**config.mk**
```make
export PLATFORM = sky130hd
export DESIGN_NAME = cic_dec_ctrl
export DESIGN_NICKNAME = d
export VERILOG_FILES = /design/src/rtl/cic_dec_ctrl.sv
export SDC_FILE = /design/constraint.sdc
export NUM_CORES = 1
export LEC_CHECK = 0
export ABC_CLOCK_PERIOD_IN_PS = 2820
export BUFFER_PORTS_ARGS = -buffer_cell sky130_fd_sc_hd__buf_2
export CORE_MARGIN = 8
export CORE_UTILIZATION = 40
export CTS_CLUSTER_DIAMETER = 50
export CTS_CLUSTER_SIZE = 12
export DETAILED_ROUTE_END_ITERATION = 10
export SETUP_SLACK_MARGIN = 0.1
export SYNTH_ARGS = -nofsm -noshare
export SYNTH_HDL_FRONTEND = slang
export SYNTH_SLANG_ARGS = --single-unit
```
**constraint.sdc**
```tcl
create_clock -name cic_clk -period 2.82 [get_ports cic_clk]
set_input_delay 0.141 -clock cic_clk [delete_from_list [all_inputs] [get_ports cic_clk]]
set_output_delay 0.141 -clock cic_clk [all_outputs]
set_load 0.02 [all_outputs]
```
**src/rtl/cic_dec_ctrl.sv**
```systemverilog
// Sequencer for a CIC decimator: paces integrator/comb updates, discards the
// settling comb outputs and buffers decimated results in a 2-deep FWFT FIFO.
module cic_dec_ctrl #(
   parameter int DW       = 16,
   parameter int RW       = 8,
   parameter int STAGES   = 3,
   parameter int COMB_LAT = 1
) (
   input  logic          cic_clk,
   input  logic          cic_rstn,
   input  logic          cfg_en,
   input  logic [RW-1:0] cfg_rate,
   input  logic          in_valid,
   output logic          int_clr,
   output logic          int_en,
   output logic          comb_en,
   input  logic [DW-1:0] comb_din,
   output logic [DW-1:0] dout,
   output logic          dout_valid,
   input  logic          dout_ready,
   output logic          ovf,
   input  logic          ovf_clr,
   output logic [1:0]    state_o
);

   typedef enum logic [1:0] {
      ST_IDLE   = 2'd0,
      ST_FLUSH  = 2'd1,
      ST_WARMUP = 2'd2,
      ST_RUN    = 2'd3
   } state_e;

   localparam int WW = $clog2(STAGES + 1);
   localparam logic [RW-1:0] ZERO_R    = {RW{1'b0}};
   localparam logic [RW-1:0] ONE_R     = RW'(1'b1);
   localparam logic [RW-1:0] TWO_R     = RW'(2'd2);
   localparam logic [WW-1:0] ZERO_W    = {WW{1'b0}};
   localparam logic [WW-1:0] ONE_W     = WW'(1'b1);
   localparam logic [WW-1:0] LAST_WARM = WW'(STAGES - 1);

   state_e              state_q, state_d;
   logic [RW-1:0]       rate_q, rate_d;
   logic [RW-1:0]       phase_q, phase_d;
   logic [WW-1:0]       warm_q, warm_d;
   logic [COMB_LAT-1:0] dly_q, dly_d;
   logic [DW-1:0]       dout_q, dout_d;
   logic                dout_valid_q, dout_valid_d;
   logic [DW-1:0]       buf_q, buf_d;
   logic                buf_valid_q, buf_valid_d;
   logic                ovf_q, ovf_d;

   logic active_s;
   logic cap_s;
   logic push_s;
   logic pop_s;
   logic drop_s;

   assign active_s   = (state_q == ST_WARMUP) || (state_q == ST_RUN);
   assign int_en     = in_valid & active_s;
   assign comb_en    = int_en & (phase_q == (rate_q - ONE_R));
   assign int_clr    = (state_q == ST_FLUSH);
   assign cap_s      = dly_q[COMB_LAT-1];
   assign push_s     = cap_s & (state_q == ST_RUN);
   assign pop_s      = dout_valid_q & dout_ready;
   assign dout       = dout_q;
   assign dout_valid = dout_valid_q;
   assign ovf        = ovf_q;
   assign state_o    = state_q;

   // Next-state logic; dropping cfg_en wins from every state.
   always_comb begin
      state_d = state_q;
      if (!cfg_en) begin
         state_d = ST_IDLE;
      end else begin
         case (state_q)
            ST_IDLE:   state_d = ST_FLUSH;
            ST_FLUSH:  state_d = ST_WARMUP;
            ST_WARMUP: begin
               if (cap_s && (warm_q == LAST_WARM)) begin
                  state_d = ST_RUN;
               end else begin
                  state_d = ST_WARMUP;
               end
            end
            ST_RUN:    state_d = ST_RUN;
            default:   state_d = ST_IDLE;
         endcase
      end
   end

   // Rate latch, decimation phase, warm-up count and comb latency pipe.
   always_comb begin
      rate_d  = rate_q;
      phase_d = phase_q;
      warm_d  = warm_q;
      dly_d   = dly_q;
      if (!cfg_en || (state_q == ST_FLUSH)) begin
         phase_d = ZERO_R;
         warm_d  = ZERO_W;
         dly_d   = {COMB_LAT{1'b0}};
      end else if (state_q == ST_IDLE) begin
         rate_d  = (cfg_rate < TWO_R) ? TWO_R : cfg_rate;
         phase_d = ZERO_R;
         warm_d  = ZERO_W;
         dly_d   = {COMB_LAT{1'b0}};
      end else begin
         dly_d[0] = comb_en;
         for (int i = 1; i < COMB_LAT; i++) begin
            dly_d[i] = dly_q[i-1];
         end
         if (in_valid) begin
            phase_d = (phase_q == (rate_q - ONE_R)) ? ZERO_R : (phase_q + ONE_R);
         end else begin
            phase_d = phase_q;
         end
         if ((state_q == ST_WARMUP) && cap_s) begin
            warm_d = warm_q + ONE_W;
         end else begin
            warm_d = warm_q;
         end
      end
   end

   // Output FIFO: dout_q is the head, buf_q the second slot; pop before push
   // so a push into a full FIFO that is popped in the same cycle is kept.
   always_comb begin
      dout_d       = dout_q;
      dout_valid_d = dout_valid_q;
      buf_d        = buf_q;
      buf_valid_d  = buf_valid_q;
      drop_s       = 1'b0;
      if (!cfg_en || (state_q == ST_FLUSH)) begin
         dout_valid_d = 1'b0;
         buf_valid_d  = 1'b0;
      end else begin
         if (pop_s) begin
            dout_d       = buf_valid_q ? buf_q : dout_q;
            dout_valid_d = buf_valid_q;
            buf_valid_d  = 1'b0;
         end else begin
            dout_valid_d = dout_valid_q;
         end
         if (push_s) begin
            if (!dout_valid_d) begin
               dout_d       = comb_din;
               dout_valid_d = 1'b1;
            end else if (!buf_valid_d) begin
               buf_d       = comb_din;
               buf_valid_d = 1'b1;
            end else begin
               drop_s = 1'b1;
            end
         end else begin
            drop_s = 1'b0;
         end
      end
      if (drop_s) begin
         ovf_d = 1'b1;
      end else if (ovf_clr) begin
         ovf_d = 1'b0;
      end else begin
         ovf_d = ovf_q;
      end
   end

   // State and datapath registers.
   always_ff @(posedge cic_clk or negedge cic_rstn) begin
      if (!cic_rstn) begin
         state_q      <= ST_IDLE;
         rate_q       <= TWO_R;
         phase_q      <= ZERO_R;
         warm_q       <= ZERO_W;
         dly_q        <= {COMB_LAT{1'b0}};
         dout_q       <= {DW{1'b0}};
         dout_valid_q <= 1'b0;
         buf_q        <= {DW{1'b0}};
         buf_valid_q  <= 1'b0;
         ovf_q        <= 1'b0;
      end else begin
         state_q      <= state_d;
         rate_q       <= rate_d;
         phase_q      <= phase_d;
         warm_q       <= warm_d;
         dly_q        <= dly_d;
         dout_q       <= dout_d;
         dout_valid_q <= dout_valid_d;
         buf_q        <= buf_d;
         buf_valid_q  <= buf_valid_d;
         ovf_q        <= ovf_d;
      end
   end

endmodule
```
==> results.py, run 1 <==
metrics = {
    "outcome": {
        "status": "finished clean",
    },
    "sta": {
        "post-route-period-util": 0.913,
        "tightest_slew_ps": 790,
        "fin_ws_ps": 245,
        "min_period_ps": 2580,
        "rsz0062_at_grt": "no",
        "setup_viol": 0,
        "setup_tns_ps": 0,
        "max_slew_margin": 0.473,
        "fin_skew_ps": 8.93,
        "drv_slew": 0,
        "max_freq_ghz": 0.388,
        "finalHoldViolations": 0,
    },
    "synthesis": {
        "yosysSeqAreaShare": 0.514,
        "syn_nets": 283,
        "yosysUniqueCellTypes": 49,
        "synthFlopType": "dfrtp_1",
        "synth-edff-count": 0,
        "synth_warnings": 0,
        "synth-seq-cells": 56,
        "syn_area_mm2": 0.00273,
        "async_reset_ff_frac": 1.00,
        "avgSynthCellArea_um2": 10.9,
        "synth_cells": 250,
    },
    "global_routing": {
        "met1_usage": 0.157,
        "grt_pass1_wl_um": 10100,
        "overflow": 0,
        "antenna_found_initial": 0,
        "grt_use_met3": 0.0423,
        "grt_pass1_vias": 2135,
        "grt_max_degree": 30,
        "grt_usage": 0.127,
        "grt-busiest-layer": "met2",
        "met2_usage": 0.203,
    },
    "setup_path": {
        "worst_r2r_endpoint": "phase_q[7]$_DFFE_PN0P_",
        "critPathMaxFanout": 8,
        "worstPathArrival_ps": 2430,
        "end_kind": "primary output",
        "worst_ep_required_time_ps": 2680,
        "r2r_start": "rate_q[1]$_DFFE_PN1P_",
        "slowest_stage": "dfstp_2",
        "crit_buf_inv": 2,
        "path_class": "reg -> out",
        "crit_path_cell_trace": "inv_1, ha_2, nor2b_1, or3_1, a31oi_1, and4_4, and3_4, buf_2",
        "start_kind": "flip-flop",
        "reg2reg_slack_ps": 620,
        "critPathMaxStageDelay_ps": 580,
        "rr_worst_depth": 8,
        "worst_path_dominant_cell_family": "simple AND/OR/NAND/NOR gates",
    },
    "pwr": {
        "p_total_mw": 1.60,
        "power.net_switching_uw": 464,
        "max-vdd-ir-drop_v": 0.000191,
        "power_density_mw_per_mm2": 504,
        "swShare": 0.290,
        "seq_power_share": 0.557,
        "p_int_mw": 1.13,
        "power_frac_comb": 0.154,
        "p_leak_nw": 1.56,
        "p_clk_frac": 0.289,
    },
    "min_path": {
        "hold_class": "in -> reg",
        "whs_path_depth": 2,
        "hold_path_startpoint": "ovf_clr",
        "min_to": "ovf$_DFFE_PN0P_",
    },
    "placed_design": {
        "place_area_mm2": 0.00306,
        "dp.final_hpwl_um": 4350,
        "dpl_worst_slack_ps": 504,
        "place.gp.congestion": 0.773,
        "io_buffers": 52,
    },
    "job": {
        "max_cap_violations": 0,
    },
    "detailed_routing": {
        "num_vias": 2056,
        "drc": 0,
        "drtAntennaViolNets": 0,
        "drt_first_iter_violations": 50,
        "wire_per_inst_um": 15.6,
        "wirelength_um": 6000,
        "routed_via_density": 5.35,
        "dr.pass1.iters": 4,
    },
    "clocking": {
        "cts.sinks": 56,
        "root_buffer": "clkbuf_8",
        "cts_buffers": 5,
        "clk_pin_slew_worst_paths_ps": 100,
        "htreeDepth": 2,
        "clockBufferDepth": 2,
        "clock_latency_ps": 310,
        "cts_tree": "built",
    },
    "floorplan": {
        "io_pins": 53,
        "die_w_um": 98.6,
        "dieArea_mm2": 0.00971,
        "die_y_um": 98.6,
        "core_mm2": 0.00668,
        "initial_core_util": 0.408,
        "rows": 30,
    },
    "final_layout": {
        "mostFrequentLayoutCells": "55 x dfrtp_1, 52 x buf_2, 23 x a21oi_1, 23 x nor2_1, 22 x mux2_1",
        "fin_area_mm2": 0.00317,
        "final_core_util": 0.474,
        "num_antenna_cells": 0,
        "final_common_cell": "dfrtp_1",
        "drive_gt1_frac": 0.257,
        "fillers": 661,
        "final_nets": 336,
        "area_growth_pct": 16.2,
    },
}
==> worst max path at each step <==
stage	startpoint	end	slack, ps	depth (start not counted)
after floorplan	rate_q[1]$_DFFE_PN1P_	phase_q[7]$_DFFE_PN0P_	660	9
after global placement	rate_q[1]$_DFFE_PN1P_	comb_en	550	8
after detailed placement	rate_q[1]$_DFFE_PN1P_	comb_en	500	8
after CTS	rate_q[1]$_DFFE_PN1P_	comb_en	150	8
after global routing	rate_q[1]$_DFFE_PN1P_	comb_en	120	8
final	rate_q[1]$_DFFE_PN1P_	comb_en	240	8
==> synthesized netlist by cell type, types with 3 or more instances <==
| cell type | instances | area share |
|---|---|---|
| xor2_1 | 5 | 0.016 |
| o21ai_1 | 5 | 0.0092 |
| inv_1 | 9 | 0.012 |
| xnor2_1 | 10 | 0.032 |
| nor2_1 | 23 | 0.032 |
| nand3b_1 | 3 | 0.0083 |
| ha_1 | 3 | 0.014 |
| a31oi_1 | 4 | 0.0092 |
| nand3_1 | 4 | 0.0073 |
| nand2_1 | 7 | 0.0096 |
| nor2b_1 | 4 | 0.0092 |
| clkbuf_1 | 4 | 0.0055 |
| mux2_1 | 22 | 0.091 |
| dfrtp_1 | 55 | 0.50 |
| and2_1 | 9 | 0.021 |
| nand4_1 | 4 | 0.0092 |
| a21oi_1 | 23 | 0.042 |
| buf_2 | 5 | 0.0092 |
| o22ai_1 | 17 | 0.039 |
==> power groups by stage <==
stage	clock, mW	sequential [mW]	combinational [mW]
global placement	0	0.903	0.245
finish	0.461	0.890	0.246
floorplan	0	0.896	0.176
CTS	0.477	0.890	0.248
global route	0.506	0.899	0.275
detailed placement	0	0.905	0.247
==> layout make-up <==
type / instances / area [µm²] / share of cell area
Sequential cell: 56 / 1400 / 0.443
Multi-Input combinational cell: 173 / 1230 / 0.388
Timing Repair Buffer: 57 / 300 / 0.0948
Tap cell: 80 / 100 / 0.0316
Clock buffer: 5 / 68.8 / 0.0217
Inverter: 10 / 37.5 / 0.0119
Clock inverter: 3 / 27.5 / 0.00869
==> metrics by stage <==
step                hold WS, ps  std cells
floorplan                  -155        250
global route               12.2        384
detailed placement          216        375
CTS                        8.06        384
finish                     15.0        384
global placement            215        375
==> flip-flops by register name, indices dropped and copies added, names as in the netlist <==
signal       cells
buf_q           16
buf_valid_q      1
cap_s            1
dout            16
dout_valid       1
ovf              1
phase_q          8
rate_q           8
state_o          2
warm_q           2
==> kinds of logic after synthesis <==
family | count (synthesis) | share of synthesized area
AO/OA/AOI/OAI | 63 | 0.151
XOR/XNOR | 15 | 0.0482
adder cells (fa/ha/maj) | 3 | 0.0138
buffers and inverters | 21 | 0.0353
flip-flops | 56 | 0.514
multiplexers | 22 | 0.0909
AND/OR/NAND/NOR | 70 | 0.146
==> what timing repair did <==
| item | CTS | global route |
|---|---|---|
| endpoints found under the hold margin | 27 | 0 |
| buffers inserted | 0 | 0 |
| resized for setup | 0 | 1 |
| hold buffers | 1 | 0 |
| endpoints found under the setup margin | 0 | 1 |
==> per-layer routing <==
metal	wire, µm	up-vias	part of all wire
li1	-	1001	-
met1	2810	1003	0.47
met2	2750	45	0.46
met3	360	7	0.060
met4	78	0	0.013
met5	0	-	0
Note: power is estimated with default switching activity, not from simulation.
==> run 2: changes to the inputs <==
--- a/config.mk
+++ b/config.mk
@@ -12,6 +12,7 @@
 export CTS_CLUSTER_DIAMETER = 50
 export CTS_CLUSTER_SIZE = 12
 export DETAILED_ROUTE_END_ITERATION = 10
+export RECOVER_POWER = 100
 export SETUP_SLACK_MARGIN = 0.1
 export SYNTH_ARGS = -nofsm -noshare
 export SYNTH_HDL_FRONTEND = slang
==> run 2 against run 1 <==
Against the previous run: the run now ends with capacitance limit, slew limit left; sequential cell count unchanged; largest power group unchanged; worst setup slack about the same; cell area decreased by 2.1%; critical endpoint unchanged; combinational power decreased by 3%; global-route usage unchanged; critical path type unchanged; sequential share of layout area increased by 0.95 points; first-iteration DRC count decreased by 12%; clock power about the same; clock skew about the same; total power decreased by 0.54%; register-to-register slack got worse by 230 ps; maximum frequency about the same.
==> results.py, run 2 (synthesized netlist as in run 1, its figures left out) <==
metrics = {
    "clocking": {
        "clockBufferDepth": 2,
        "cts_tree": "built",
        "htreeDepth": 2,
        "root_buffer": "clkbuf_8",
        "clk_pin_slew_worst_paths_ps": 100,
        "cts_buffers": 5,
        "cts.sinks": 56,
        "clock_latency_ps": 310,
    },
    "final_layout": {
        "final_nets": 336,
        "seq_area_mm2": 0.00140,
        "fillers": 681,
        "area_growth_pct": 13.7,
        "multi_input_area_mm2": 0.00120,
        "drive_gt1_frac": 0.161,
        "final_common_cell": "dfrtp_1",
        "final_core_util": 0.464,
        "mostFrequentLayoutCells": "55 x dfrtp_1, 29 x buf_2, 24 x a21oi_1, 24 x clkbuf_1, 23 x nor2_1",
        "num_antenna_cells": 0,
    },
    "floorplan": {
        "rows": 30,
        "initial_core_util": 0.408,
        "die_w_um": 98.6,
        "io_pins": 53,
        "dieArea_mm2": 0.00971,
        "die_y_um": 98.6,
        "core_mm2": 0.00668,
    },
    "global_routing": {
        "grt_max_degree": 30,
        "grt_usage": 0.127,
        "grt_pass1_vias": 2135,
        "grt_pass1_wl_um": 10100,
        "antenna_found_initial": 0,
        "overflow": 0,
    },
    "sta": {
        "rsz0062_at_grt": "no",
        "fin_skew_ps": 8.52,
        "setup_viol": 0,
        "timing.hold.ws_ps": 15.0,
        "drv_slew": 30,
        "setup_tns_ps": 0,
        "finalHoldViolations": 0,
        "max_slew_margin": -0.0553,
        "tightest_slew_ps": 1580,
        "post-route-period-util": 0.913,
        "min_period_ps": 2580,
        "max_freq_ghz": 0.388,
    },
    "min_path": {
        "hold_class": "in -> reg",
        "hold_path_startpoint": "ovf_clr",
    },
    "setup_path": {
        "start_kind": "flip-flop",
        "critPathMaxFanout": 8,
        "path_class": "reg -> out",
        "slowest_stage": "dfstp_2",
        "end_kind": "primary output",
        "crit_path_cell_trace": "inv_1, ha_2, nor2b_1, or3_1, a31oi_1, and4_4, and3_1, clkbuf_2",
        "worst_ep_required_time_ps": 2680,
        "r2r_start": "state_o[1]$_DFF_PN0_",
        "critPathMaxStageDelay_ps": 580,
        "worstPathArrival_ps": 2430,
        "crit_start": "rate_q[1]$_DFFE_PN1P_",
    },
    "pwr": {
        "p_leak_nw": 1.45,
        "max-vdd-ir-drop_v": 0.000192,
        "power_density_mw_per_mm2": 512,
    },
    "outcome": {
        "status": "finished, violations left",
        "violations": "capacitance limit, slew limit",
    },
    "detailed_routing": {
        "dr.pass1.iters": 4,
        "routed_via_density": 5.35,
        "drc": 0,
        "drt_first_iter_violations": 44,
        "wire_per_inst_um": 15.7,
        "num_vias": 2053,
        "drtAntennaViolNets": 0,
        "wirelength_um": 6030,
    },
    "placed_design": {
        "place.gp.congestion": 0.773,
        "io_buffers": 52,
        "dp.final_hpwl_um": 4350,
    },
    "job": {
        "max_cap_violations": 1,
    },
}
## run 2: cell count changes in the layout (fill, tap and decap cells not counted), sizes merged
cell / before / now
buf: 56 / 30
clkbuf: 5 / 31
## run 2: worst paths after layout
path / end / slack [ps] / cells after the start
max in group asynchronous: dout[2]$_DFFE_PN0P_ / 650 / 3
min in group asynchronous: buf_q[7]$_DFFE_PN0P_ / 750 / 2
hold / removal: ovf$_DFFE_PN0P_ / 10 / 2
setup reg to reg: buf_q[9]$_DFFE_PN0P_ / 390 / 5
hold reg to reg: buf_q[3]$_DFFE_PN0P_ / 500 / 1
setup / recovery: comb_en / 240 / 8
## run 2: timing repair
action,CTS,global route
endpoints found under the setup margin,0,1
gates resized for setup,0,1
hold endpoints to repair,27,0
buffers inserted,0,0
hold buffers,1,0
## run 2: layer usage
metal | vias to the layer above | track usage | routed length, µm
met5 | - | 0 | 0
met2 | 39 | 0.203 | 2810
met3 | 7 | 0.0423 | 353
li1 | 999 | - | -
met4 | 0 | 0.0425 | 78
met1 | 1008 | 0.157 | 2790
## run 2: cell type report
type	instances	area share
flip-flops and latches	56	0.452
multi-input cells	173	0.387
well taps	80	0.0323
inverters	10	0.0121
clock inverters	3	0.00888
clock buffers	5	0.0222
repair buffers	57	0.0847
## run 2: where the power goes
group          switching (mW)  total (mW)  internal (mW)
combinational           0.130       0.238          0.109
sequential             0.0516       0.889          0.838
clock                   0.278       0.461          0.183
## run 2: stage by stage
stage	cell area, µm²	std cells	setup slack [ps]	power, mW
after floorplan	2730	250	658	1.07
after global placement	3060	375	551	1.15
after detailed placement	3060	375	504	1.15
after CTS	3160	384	152	1.61
after global routing	3100	384	86.7	1.67
final	3100	384	245	1.59
## run 2: worst max-delay path, delay by kind of cell (launching register included)
kind | cells | cell delay [ps]
AOI/OAI and AO/OA | 1 | 160
adders and majority gates | 1 | 210
buffers and inverters | 2 | 230
DFF | 1 | 580
and+or+nand+nor | 4 | 950
